**src/rtl/disp_pkg.sv**
```systemverilog
// Shared types and defaults for the display-source selector.
// Holds the FSM state encoding and the one-hot check.
package disp_pkg;

    typedef enum logic [1:0] {
        IDLE  = 2'd0,
        BLANK = 2'd1,
        SHOW  = 2'd2
    } disp_state_t;

    localparam int DEF_WIDTH      = 16;
    localparam int DEF_NCH        = 3;
    localparam int DEF_BLANK_CYC  = 4;
    localparam int DEF_BLINK_HALF = 8;
    localparam int DEF_BLINK_MASK = 4;

    // True when exactly one bit of v is set.
    function automatic logic is_onehot(input logic [31:0] v);
        return (v != 32'd0) && ((v & (v - 32'd1)) == 32'd0);
    endfunction

endpackage

```
**src/rtl/onehot_enc.sv**
```systemverilog
// One-hot validity check and index encoder for the channel select.
// Purely combinational; idx is meaningful only when valid is high.
module onehot_enc
    import disp_pkg::*;
#(
    parameter int N  = DEF_NCH,
    parameter int IW = $clog2(N)
) (
    input  logic [N-1:0]  vec,
    output logic          valid,
    output logic [IW-1:0] idx
);

    assign valid = is_onehot(32'(vec));

    // OR together the indices of all set bits
    always_comb begin
        idx = '0;
        for (int i = 0; i < N; i++) begin
            if (vec[i]) idx = idx | IW'(i);
        end
    end

endmodule

```
**src/rtl/disp_src_sel.sv**
```systemverilog
// Registered display-source selector with switch blanking,
// per-channel blinking and hold-last-valid on a bad select.
module disp_src_sel
    import disp_pkg::*;
#(
    parameter int WIDTH      = DEF_WIDTH,
    parameter int NCH        = DEF_NCH,
    parameter int BLANK_CYC  = DEF_BLANK_CYC,
    parameter int BLINK_HALF = DEF_BLINK_HALF,
    parameter logic [NCH-1:0] BLINK_MASK = NCH'(DEF_BLINK_MASK)
) (
    input  logic                     clk,
    input  logic                     rst_n,
    input  logic [NCH-1:0]           sel,
    input  logic [NCH*WIDTH-1:0]     ch_data,
    input  logic                     freeze,
    output logic [WIDTH-1:0]         out,
    output logic                     blank,
    output logic [$clog2(NCH)-1:0]   cur_ch,
    output logic                     sel_err
);

    localparam int IW = $clog2(NCH);
    localparam int CW = (BLANK_CYC > 0) ? $clog2(BLANK_CYC + 1) : 1;
    localparam int BW = (BLINK_HALF > 1) ? $clog2(BLINK_HALF) : 1;

    disp_state_t   state_q, state_d;
    logic [CW-1:0] cnt_q, cnt_d;
    logic [BW-1:0] bcnt_q, bcnt_d;
    logic          phase_q, phase_d;
    logic [IW-1:0] cur_d;
    logic [WIDTH-1:0] out_d;
    logic          blank_d;
    logic          sel_ok;
    logic [IW-1:0] sel_idx;
    logic          do_switch;
    logic          enter_show;

    onehot_enc #(.N(NCH), .IW(IW)) u_enc (
        .vec   (sel),
        .valid (sel_ok),
        .idx   (sel_idx)
    );

    // Next-state, counters and registered-output values
    always_comb begin
        state_d    = state_q;
        cnt_d      = cnt_q;
        bcnt_d     = bcnt_q;
        phase_d    = phase_q;
        cur_d      = cur_ch;
        enter_show = 1'b0;
        do_switch  = sel_ok && ((state_q == IDLE) || (sel_idx != cur_ch));

        if (do_switch) begin
            cur_d = sel_idx;
            if (BLANK_CYC == 0) begin
                state_d    = SHOW;
                enter_show = 1'b1;
            end else begin
                state_d = BLANK;
                cnt_d   = CW'(BLANK_CYC);
            end
        end else begin
            unique case (state_q)
                BLANK: begin
                    if (cnt_q == CW'(1)) begin
                        state_d    = SHOW;
                        cnt_d      = '0;
                        enter_show = 1'b1;
                    end else begin
                        cnt_d = cnt_q - CW'(1);
                    end
                end
                SHOW: begin
                    if (bcnt_q == BW'(BLINK_HALF - 1)) begin
                        bcnt_d  = '0;
                        phase_d = ~phase_q;
                    end else begin
                        bcnt_d = bcnt_q + BW'(1);
                    end
                end
                default: ;
            endcase
        end

        // Every entry to SHOW starts in the lit half of the blink
        if (enter_show) begin
            bcnt_d  = '0;
            phase_d = 1'b0;
        end

        out_d   = ch_data[int'(cur_d)*WIDTH +: WIDTH];
        blank_d = (state_d != SHOW) || (BLINK_MASK[cur_d] && phase_d);
    end

    // State and output registers; freeze holds everything
    always_ff @(posedge clk or negedge rst_n) begin
        if (!rst_n) begin
            state_q <= IDLE;
            cnt_q   <= '0;
            bcnt_q  <= '0;
            phase_q <= 1'b0;
            cur_ch  <= '0;
            out     <= '0;
            blank   <= 1'b1;
            sel_err <= 1'b0;
        end else if (!freeze) begin
            state_q <= state_d;
            cnt_q   <= cnt_d;
            bcnt_q  <= bcnt_d;
            phase_q <= phase_d;
            cur_ch  <= cur_d;
            out     <= out_d;
            blank   <= blank_d;
            sel_err <= ~sel_ok;
        end
    end

endmodule

```
**config.mk**
```make
export PLATFORM = sky130hd
export DESIGN_NAME = disp_src_sel
export DESIGN_NICKNAME = d
export VERILOG_FILES = /design/src/rtl/disp_pkg.sv /design/src/rtl/onehot_enc.sv /design/src/rtl/disp_src_sel.sv
export SDC_FILE = /design/constraint.sdc
export NUM_CORES = 1
export LEC_CHECK = 0
export CORE_ASPECT_RATIO = 1.25
export CORE_MARGIN = 2
export CORE_UTILIZATION = 47
export DETAILED_ROUTE_END_ITERATION = 7
export MAX_ROUTING_LAYER = met4
export PLACE_DENSITY = 0.9
export SYNTH_ARGS = -nofsm -noshare
export SYNTH_HDL_FRONTEND = slang
export SYNTH_HIERARCHICAL = 1
export SYNTH_SLANG_ARGS = --single-unit
export TNS_END_PERCENT = 100
```
**constraint.sdc**
```tcl
create_clock -name clk -period 2.5 [get_ports clk]
set_input_delay 0.5 -clock clk [delete_from_list [all_inputs] [get_ports clk]]
set_output_delay 0.5 -clock clk [all_outputs]
set_load 0.02 [all_outputs]
```
==> impl.org <==
** Status
- Result of the run :: finished, final reports clean

** Finish
- In the final layout, the share of cells above drive strength 1 is 20.0%.
- The layout has 280 filler cells.
- Final #Nets :: 312
- Diode insertion count for antenna repair :: 0
- Area Growth Syn to Fin :: 46.7%
- Final instance count without filler cells :: 309
- Core Util, Final :: 72.6%

** Global routing
- The initial antenna violation count is 0.
- Global routing used 23.0% of the available tracks across all layers.
- First-pass GRT wire length :: 7460 µm
- Entering global routing, the biggest net connects 34 pins.
- Number of global-route vias before repair :: 1640
- Total overflow reported by the global router :: 0

** Hold path
- Start point of the worst min-delay path :: cnt_q[1]
- The worst hold path belongs to the class reg2reg.
- Cell depth of the worst hold path :: 1

** Routing
- The routed layout has 1676 vias.
- The pre-antenna-repair detailed-routing pass consisted of 4 iterations.
- After detailed routing, the average wire length per cell comes to 15.7 µm.
- Using the TritonRoute via totals, the vias-per-cell ratio works out to 5.42.
- For this run, design rule violations remaining after detail routing come to 0.
- The detail route stage leaves a number of antenna-violating nets equal to 0.
- For this block, the routed nets add up to 4840 µm of wire.
- The first routing iteration left 63 violations.

** Clock tree
- Count of hold-fix buffers inserted at cts :: 0
- The tree is rooted in a sky130_fd_sc_hd__clkbuf_8.
- Number of buffers inserted during clock tree synthesis :: 5
- Latest clock arrival within the worst-skew pair :: 0.28 ns
- The H-tree was split into 2 levels.
- After clock tree synthesis, the clock-pin slew on the worst setup and hold paths is 0.06 ns.
- # resized after CTS :: 0
- No sink is reached through more buffers than the 2 on the longest clock path.
- Post CTS Setup Buffer Count :: 0
- The clock net in this run drives a total of 29 sinks.
- TritonCTS built the clock tree.

** Yosys
- Mean post-synth cell area :: 10.7 µm²
- Synthesized flop and latch total :: 29
- Synthesis produced 176 cells.
- After synthesis, the netlist uses 40 different library cells.
- Counting every net in the synthesized netlist gives 234.
- Dominant cells by area after synthesis :: sky130_fd_sc_hd__dfrtp_1 37%, sky130_fd_sc_hd__a221oi_2 7.9%, sky130_fd_sc_hd__mux2_4 7.9%
- Proportion of synthesized chip area in sequential cells :: 38.5%
- Yosys printed 6 warnings.
- The mapped netlist covers 1890 µm².
- The biggest area contributor in the post-synthesis netlist is sky130_fd_sc_hd__dfrtp_1.
- The share of synthesized area in the top cell type comes to 37.1%.

** STA
- Setup-violating endpoint count in the final report :: 0
- Worst-Margin Slew :: 0.530 ns
- Post-layout minimum cycle time :: 2.36 ns
- After routing, the total negative slack on setup checks comes to 0 ns.
- Relative slew slack :: 64.2%
- Final worst-path cycle share :: 94.5%
- Across the routed clock network, the largest skew measured is 0.00217 ns.
- The count of pins over their slew limit came to 0.
- Setup repair after global routing left no endpoint under its margin.
- Highest attainable clock frequency :: 0.423 GHz
- Endpoints failing hold :: 0

** Worst setup path
- Startpoint type of the worst setup path :: input port
- The startpoint identified for the worst register-to-register timing path is state_q[1].
- STA classifies the critical path endpoint as a register.
- Measured in cells, the most critical reg-to-reg path has a length of 3.
- Critical path endpoint :: out[9]
- Flop-to-flop setup slack :: 0.67 ns
- Critical path data arrival time :: 2.51 ns
- Reg-to-reg critical path endpoint :: phase_q
- Category of the critical setup timing path :: in2reg
- Crit path launch :: sel[2]
- STA puts the critical path data required time at 2.65 ns.
- Largest fanout on the critical path :: 17

** Power and ir drop
- Power per Cell Area :: 731 nW/µm²
- Power comes to 2.03 mW.
- IR analysis of the VDD net gives a maximum drop of 474 µV.
- The analysis attributes to cell leakage a power of 1.19 nW.

** Floorplanning
- Site Rows :: 25
- The initial utilization of the core area, before any placement, comes to 49.5%.
- Measured along the x axis, the die boundary spans 60.7 µm.
- Core ar. :: 3820 µm²
- Number of top-level design ports :: 74
- Area of the die :: 4550 µm²
- The die is 74.9 µm tall.

** Placed design
- The HPWL after detailed placement is 3730 µm.
- Count of port buffers added during placement :: 73
- Placer Congestion :: 0.792
- # placed instances :: 301

** Job
- The tool flagged a number of max-cap violations equal to 0.
[critical path: stages]
cell	delay, ns
sky130_fd_sc_hd__clkdlybuf4s50_1	0.51
sky130_fd_sc_hd__xor2_1	0.15
sky130_fd_sc_hd__o21a_1	0.20
sky130_fd_sc_hd__mux2i_4	0.27
sky130_fd_sc_hd__buf_12	0.19
sky130_fd_sc_hd__mux2_2	0.35
sky130_fd_sc_hd__a221oi_1	0.26
sky130_fd_sc_hd__a21oi_1	0.07
[cells by family (layout without fill, tap and decap cells)]
kind of cell	after synthesis	after routing	share of synthesized area, %
XOR/XNOR	3	3	1.39
multiplexers	20	20	15.1
flip-flops	29	29	38.5
AO/OA/AOI/OAI	50	50	22.2
AND/OR/NAND/NOR	37	37	11.1
buffers and inverters	33	112	9.14
adder cells (fa/ha/maj)	4	4	2.65
[synth_stat cells (all sizes together)]
| cell | instances |
|---|---|
| nor2 | 9 |
| nand3b | 1 |
| a31oi | 2 |
| o21ai | 2 |
| mux2 | 18 |
| a32o | 1 |
| nand3 | 7 |
| o21a | 1 |
| ha | 4 |
| nor3b | 3 |
| o31ai | 1 |
| o41ai | 2 |
| o2bb2ai | 1 |
| or2 | 1 |
| clkbuf | 3 |
| buf | 10 |
| dfrtp | 28 |
| o32a | 1 |
| xor2 | 3 |
| inv | 20 |
| a21o | 1 |
| dfstp | 1 |
| nor3 | 1 |
| a221oi | 16 |
| nand2 | 9 |
| o41a | 1 |
| a21oi | 19 |
| a211o | 1 |
| o311a | 1 |
| nor4b | 1 |
| nor2b | 3 |
| and3b | 1 |
| mux2i | 2 |
| and3 | 1 |
[flip-flops by register name (all words and copies together) (netlist names)]
name     flops
state_q      2
bcnt_q       3
blank        1
cur_ch       2
out         16
phase_q      1
sel_err      1
cnt_q        3
[routing by layer]
metal  vias up  GRT usage, %  wire length, µm
li1        802             -                -
met1       797          25.5             1890
met2        67          39.5             2470
met3        10          6.01              405
met4         0          7.97               71
met5         -             -                0
[report_power, final]
part	switching, mW	leakage (nW)	total (mW)	internal (mW)
Clock	0.169	0.0395	0.366	0.197
Combinational	0.450	0.817	0.936	0.486
Sequential	0.129	0.335	0.724	0.594
[stage by stage]
step / setup WS (ns) / hold WS (ns) / instance area [µm²]
global route: 0.0101 / 0.518 / 2770
detailed placement: -0.181 / 0.481 / 2690
floorplan: 0.364 / 0.204 / 1890
global placement: -0.0936 / 0.477 / 2690
CTS: 0.114 / 0.496 / 2770
finish: 0.139 / 0.497 / 2770
[final cells by class]
type / instances / area (µm²) / area share, %
multi-input cells: 114 / 996 / 35.9
well taps: 54 / 67.6 / 2.44
inverters: 20 / 75.1 / 2.71
clock buffers: 8 / 80.1 / 2.89
repair buffers: 84 / 826 / 29.8
flip-flops and latches: 29 / 727 / 26.2
[how the worst min path moves through the flow]
stage	slack, ns	to
final	0.50	cnt_q[1]
after global routing	0.52	cnt_q[1]
after CTS	0.50	cnt_q[1]
after detailed placement	0.48	cnt_q[1]
after global placement	0.48	cnt_q[1]
after floorplan	0.20	bcnt_q[0]
[cells in the final DEF (no fill, tap or decap), types with 2 or more instances in the layout]
cell | netlist | routed
sky130_fd_sc_hd__clkdlybuf4s50_1 | 0 | 73
sky130_fd_sc_hd__dfrtp_1 | 28 | 28
sky130_fd_sc_hd__inv_1 | 20 | 20
sky130_fd_sc_hd__a21oi_1 | 19 | 19
sky130_fd_sc_hd__a221oi_2 | 10 | 11
sky130_fd_sc_hd__mux2_4 | 10 | 10
sky130_fd_sc_hd__buf_4 | 3 | 10
sky130_fd_sc_hd__nand2_1 | 9 | 9
sky130_fd_sc_hd__nor2_1 | 9 | 9
sky130_fd_sc_hd__mux2_2 | 8 | 8
sky130_fd_sc_hd__nand3_1 | 7 | 7
sky130_fd_sc_hd__a221oi_1 | 6 | 5
sky130_fd_sc_hd__clkbuf_8 | 0 | 5
sky130_fd_sc_hd__ha_1 | 4 | 4
sky130_fd_sc_hd__nor3b_1 | 3 | 3
sky130_fd_sc_hd__xor2_1 | 3 | 3
sky130_fd_sc_hd__clkbuf_1 | 3 | 3
sky130_fd_sc_hd__o41ai_1 | 2 | 2
sky130_fd_sc_hd__nor2b_1 | 2 | 2
sky130_fd_sc_hd__a31oi_1 | 2 | 2
sky130_fd_sc_hd__mux2i_4 | 2 | 2
sky130_fd_sc_hd__o21ai_0 | 2 | 2
No activity file was read; power rests on OpenSTA's default activity.
